===== config.mk =====
export PLATFORM = sky130hd
export DESIGN_NAME = ivl_ovl_fire_collector
export DESIGN_NICKNAME = d
export VERILOG_FILES = /design/src/rtl/ivl_ovl_fire_collector.sv
export SDC_FILE = /design/constraint.sdc
export NUM_CORES = 1
export LEC_CHECK = 0
export CORE_ASPECT_RATIO = 0.6
export CORE_UTILIZATION = 40
export CTS_CLUSTER_DIAMETER = 80
export DETAILED_ROUTE_END_ITERATION = 7
export PLACE_DENSITY = 0.64
export SLEW_MARGIN = 20
export SYNTH_ARGS = -nofsm -noshare
export SYNTH_HDL_FRONTEND = slang
export SYNTH_SLANG_ARGS = --single-unit
export TNS_END_PERCENT = 100

===== constraint.sdc =====
create_clock -name clk -period 5 [get_ports clk]
set_input_delay 0.75 -clock clk [delete_from_list [all_inputs] [get_ports clk]]
set_output_delay 0.75 -clock clk [all_outputs]
set_load 0.02 [all_outputs]

===== src/rtl/ivl_ovl_fire_collector.sv =====
// Counts rising fail / X-check / cover events from NUM_CHK OVL fire buses, latches the first failure, escalates IDLE->WARN->FATAL.
// Outputs are registered and appear one cycle after the qualifying edge; there is no backpressure, so every cycle is accepted.
module ivl_ovl_fire_collector #(
  parameter int NUM_CHK   = 4,
  parameter int CNT_W     = 16,
  parameter int TS_W      = 32,
  parameter int ERR_LIMIT = 3
) (
  input  logic                 clk,
  input  logic                 rst,
  input  logic                 enable,
  input  logic                 clr,
  input  logic [NUM_CHK*3-1:0] fire_vec,
  output logic [CNT_W-1:0]     fail_cnt,
  output logic [CNT_W-1:0]     xchk_cnt,
  output logic [CNT_W-1:0]     cover_cnt,
  output logic                 first_valid,
  output logic [4:0]           first_id,
  output logic [TS_W-1:0]      first_ts,
  output logic [1:0]           state,
  output logic                 irq
);

  typedef enum logic [1:0] {
    ST_IDLE  = 2'b00,
    ST_WARN  = 2'b01,
    ST_FATAL = 2'b10,
    ST_BAD   = 2'b11
  } state_t;

  localparam int PW = 6;
  localparam int SW = CNT_W + PW + 1;
  localparam int CW = ((CNT_W > 32) ? CNT_W : 32) + 1;

  logic [NUM_CHK*3-1:0] fire_q;
  logic [NUM_CHK*3-1:0] edges;
  logic [NUM_CHK-1:0]   fail_e;
  logic [NUM_CHK-1:0]   xchk_e;
  logic [NUM_CHK-1:0]   cov_e;
  logic                 qual;
  logic                 any_fail;
  logic [4:0]           low_id;
  logic [CNT_W-1:0]     fail_nxt;
  logic [CNT_W-1:0]     xchk_nxt;
  logic [CNT_W-1:0]     cover_nxt;
  logic [TS_W-1:0]      ts;
  state_t               state_r;
  state_t               state_nxt;
  logic                 irq_nxt;

  function automatic logic [PW-1:0] popcnt(input logic [NUM_CHK-1:0] v);
    logic [PW-1:0] n;
    n = '0;
    for (int i = 0; i < NUM_CHK; i++) begin
      n = n + PW'(v[i]);
    end
    return n;
  endfunction

  function automatic logic [CNT_W-1:0] sat_add(input logic [CNT_W-1:0] a,
                                               input logic [PW-1:0] b);
    logic [SW-1:0] s;
    s = SW'(a) + SW'(b);
    if (s > SW'({CNT_W{1'b1}})) begin
      return {CNT_W{1'b1}};
    end
    return s[CNT_W-1:0];
  endfunction

  assign qual  = enable & ~clr;
  assign edges = fire_vec & ~fire_q;

  always_comb begin
    fail_e = '0;
    xchk_e = '0;
    cov_e  = '0;
    for (int i = 0; i < NUM_CHK; i++) begin
      fail_e[i] = edges[3*i]   & qual;
      xchk_e[i] = edges[3*i+1] & qual;
      cov_e[i]  = edges[3*i+2] & qual;
    end
  end

  // Scan from the top so the lowest failing index wins.
  always_comb begin
    low_id = '0;
    for (int i = NUM_CHK - 1; i >= 0; i--) begin
      if (fail_e[i]) begin
        low_id = 5'(i);
      end
    end
  end

  assign any_fail  = |fail_e;
  assign fail_nxt  = clr ? '0 : sat_add(fail_cnt,  popcnt(fail_e));
  assign xchk_nxt  = clr ? '0 : sat_add(xchk_cnt,  popcnt(xchk_e));
  assign cover_nxt = clr ? '0 : sat_add(cover_cnt, popcnt(cov_e));

  // fire_q keeps tracking the bus during reset so a fire held across reset release is not an edge.
  always_ff @(posedge clk) begin
    if (rst) begin
      fire_q      <= fire_vec;
      fail_cnt    <= '0;
      xchk_cnt    <= '0;
      cover_cnt   <= '0;
      ts          <= '0;
      first_valid <= 1'b0;
      first_id    <= '0;
      first_ts    <= '0;
    end else begin
      fire_q    <= fire_vec;
      fail_cnt  <= fail_nxt;
      xchk_cnt  <= xchk_nxt;
      cover_cnt <= cover_nxt;
      ts        <= ts + 1'b1;
      if (clr) begin
        first_valid <= 1'b0;
        first_id    <= '0;
        first_ts    <= '0;
      end else if (any_fail && !first_valid) begin
        first_valid <= 1'b1;
        first_id    <= low_id;
        first_ts    <= ts;
      end
    end
  end

  always_comb begin
    state_nxt = state_r;
    if (clr) begin
      state_nxt = ST_IDLE;
    end else begin
      case (state_r)
        ST_IDLE: begin
          if (CW'(fail_nxt) >= CW'(ERR_LIMIT)) begin
            state_nxt = ST_FATAL;
          end else if (fail_nxt != '0) begin
            state_nxt = ST_WARN;
          end
        end
        ST_WARN: begin
          if (CW'(fail_nxt) >= CW'(ERR_LIMIT)) begin
            state_nxt = ST_FATAL;
          end
        end
        ST_FATAL: state_nxt = ST_FATAL;
        default:  state_nxt = ST_FATAL;
      endcase
    end
    irq_nxt = (state_nxt != state_r) &&
              ((state_nxt == ST_WARN) || (state_nxt == ST_FATAL));
  end

  always_ff @(posedge clk) begin
    if (rst) begin
      state_r <= ST_IDLE;
      irq     <= 1'b0;
    end else begin
      state_r <= state_nxt;
      irq     <= irq_nxt;
    end
  end

  assign state = state_r;

endmodule

==> results.py <==
metrics = {
    "clock_network": {
        "htree_num_levels": 4,
        "cts_made_buffers": 17,
        "cts-hold-fix-buffers": 0,
        "clkSlewWorstSetupHoldPaths_ns": 0.06,
        "root_buffer": "clkbuf_16",
        "postCtsResizedCells": 0,
        "clock_latency_ns": 0.40,
        "clock-sinks": 130,
        "cts_setup_buffers": 0,
        "clockBufferDepth": 2,
        "cts_tree": "built",
    },
    "route": {
        "wire_per_inst_um": 14.8,
        "drt_wl_total_mm": 13.4,
        "vias": 4586,
        "firstDrtPassIters": 5,
        "ant_nets": 0,
        "drtIter0Drc": 284,
        "vias_per_cell": 5.09,
        "drc": 0,
    },
    "power": {
        "p_clk_share_pct": 51.7,
        "max-vdd-ir-drop_v": 0.000204,
        "power_frac_seq_pct": 44.5,
        "power_frac_comb_pct": 3.8,
        "p_per_area_nw_per_um2": 328,
        "intPower_w": 0.00183,
        "power.leakage_nw": 2.50,
        "switchingPower_w": 0.000534,
        "swShare_pct": 22.6,
    },
    "placed_design": {
        "place_congestion": 0.872,
        "pre_cts_ws_ns": 0.176,
        "dp_hpwl_mm": 9.59,
        "port_buffers": 101,
    },
    "grt": {
        "grt_usage_pct": 19.4,
        "grt_pass1_wl_mm": 21.8,
        "overflow": 0,
        "grt_pass1_vias": 4349,
        "grt_max_degree": 48,
        "antenna_found_initial": 0,
    },
    "synthesis": {
        "synthTopCellsByCount": "dfxtp_1 (130), nand2_1 (96), a21oi_1 (79)",
        "synth_top_area_share_pct": 47.4,
        "synth-seq-cells": 130,
        "syn-instance-count": 619,
        "ys_seq_area_share_pct": 47.4,
        "ys.flop_type": "dfxtp_1",
        "yosysTopAreaCell": "dfxtp_1",
        "yosysUniqueCellTypes": 50,
        "synth_area_leaders": "dfxtp_1 (47%), a21oi_1 (7.2%), nand2_1 (6.6%), xor2_1 (6.1%), fa_1 (3.3%)",
        "synth-edff-count": 0,
        "ys_warn_count": 0,
        "async_reset_ff_share_pct": 0,
        "yosysMostFrequentCell": "dfxtp_1",
        "syn_avg_cell_area_um2": 8.86,
        "syn_area_um2": 5490,
    },
    "sta": {
        "worst_pin_slew_ns": 0.911,
        "setup_tns_ns": 0,
        "finalCritPeriodShare_pct": 89.7,
        "fmax_ghz": 0.223,
        "relSlewSlack_pct": 39.3,
        "rsz0062_at_grt": "false",
        "fin_crit_ns": 4.49,
        "setup_viol": 0,
        "timing.final.ws_setup_ns": 0.514,
        "skew_ns": 0.0106,
        "hold_viol": 0,
        "slew_violations": 0,
    },
    "critical_path": {
        "crit_family": "simple AND/OR/NAND/NOR gates",
        "crit_type": "in -> reg",
        "critPathMaxFanout": 5,
        "critPathCaptureType": "register",
        "required_ns": 5.33,
        "worst-path-buf-inv": 2,
        "cpMostUsedCell": "fa_1",
        "critPathSlowestCell": "fa_1",
        "crit_chain": "clkdlybuf4s50_1 > nor2b_1 > nand2_1 > fa_1 > fa_1 > inv_1 > fa_1 > and4_1 > nand3_1 > nor3_1 > mux2i_1 > o21ai_0 > nor4_2 > mux2i_1",
        "crit_arrival_ns": 4.82,
        "start_kind": "input port",
        "critical-path-max-stage-delay_ns": 0.51,
    },
    "floorplanning": {
        "die_area_um2": 14200,
        "die_w_um": 153,
        "io-pin-count": 105,
        "fp.dieH_um": 92.7,
        "start_util_pct": 41.9,
        "fp.coreArea_um2": 13100,
        "rows": 32,
    },
    "run_status": {
        "outcome": "finished, final reports clean",
    },
    "final_layout": {
        "fill_cells": 1167,
        "layout.nets": 747,
        "final_layout_size_suffix_gt1_share_pct": 8.48,
        "syn_to_final_growth_pct": 31.6,
        "antenna_cells": 0,
    },
    "min_path": {
        "hold_path_class": "reg -> reg",
    },
    "job": {
        "drv_cap": 0,
    },
}
-- cell type report --
cell class / instances / area [um^2] / area share, %
multi-input cells: 448 / 2700 / 37.4
flip-flops and latches: 130 / 2600 / 36.0
repair buffers: 107 / 1060 / 14.6
clock buffers: 18 / 439 / 6.08
well taps: 170 / 213 / 2.95
clock inverters: 14 / 155 / 2.15
inverters: 14 / 52.6 / 0.728
-- power groups by stage --
stage / clock network, W / registers, W / logic, W
6_report: 0.00122 / 0.00105 / 0.0000911
5_1_grt: 0.00130 / 0.00105 / 0.000101
4_1_cts: 0.00125 / 0.00105 / 0.0000920
3_5_place_dp: 0 / 0.00108 / 0.0000915
3_3_place_gp: 0 / 0.00108 / 0.0000897
2_1_floorplan: 0 / 0.00108 / 0.0000525
-- sequential cells by signal (all words and copies together), names as in the netlist --
name / flops
irq: 1
state: 2
ts: 32
first_ts: 32
cover_cnt: 16
fire_q: 12
xchk_cnt: 16
first_valid: 1
fail_cnt: 16
first_id: 2
-- routing by layer --
metal  wire, um  up-vias  GRT usage [%]
met5          0        -              0
li1           -     2304              -
met1       6940     2158           27.2
met2       5610      117           29.0
met3        732        7           4.82
met4         75        0           5.81
-- placed cells by master (no fill, tap or decap), types with 10 or more instances in the layout --
master,synthesis,routed
nand4_1,15,15
clkbuf_16,0,17
clkdlybuf4s50_1,0,101
xor2_1,38,38
nor2_1,47,47
nand2_1,96,96
nor2b_1,10,10
a21oi_1,79,78
o21ai_0,16,16
inv_1,14,14
dfxtp_1,130,130
xnor2_1,15,15
nand3_1,29,29
-- cell families after synthesis --
kind of cell / synth area share [%]
compound gates: 10.7
xor+xnor: 8.46
fa+ha+maj: 4.20
buf+inv: 3.53
flops: 47.4
mux: 1.48
other cells: 0.0683
simple gates: 24.1
-- metrics by stage --
| step | cell area, um^2 | power, W | hold WS (ns) | std cells | utilization, % |
|---|---|---|---|---|---|
| 4_1_cts | 7220 | 0.00240 | 0.458 | 901 | 55.1 |
| 5_1_grt | 7220 | 0.00245 | 0.478 | 901 | 55.1 |
| 3_3_place_gp | 6630 | 0.00117 | 0.442 | 869 | 50.6 |
| 2_1_floorplan | 5490 | 0.00113 | 0.426 | 621 | - |
| 3_5_place_dp | 6630 | 0.00117 | 0.449 | 869 | 50.6 |
| 6_report | 7220 | 0.00237 | 0.455 | 901 | 55.1 |
-- worst min-delay path, delay by kind of cell (launching register included) --
kind	cells	cell delay, ns
compound gates	1	0.05
flops	1	0.31
simple gates	1	0.05
-- final timing paths --
kind	startpoint	endpoint	slack [ns]	cells past startpoint
max	enable	irq	0.51	14
min	first_ts[2]	first_ts[2]	0.46	2
max reg2reg	fire_q[0]	irq	1.21	13
min reg2reg	first_ts[2]	first_ts[2]	0.46	2
Note: power is estimated with default switching activity, not from simulation.
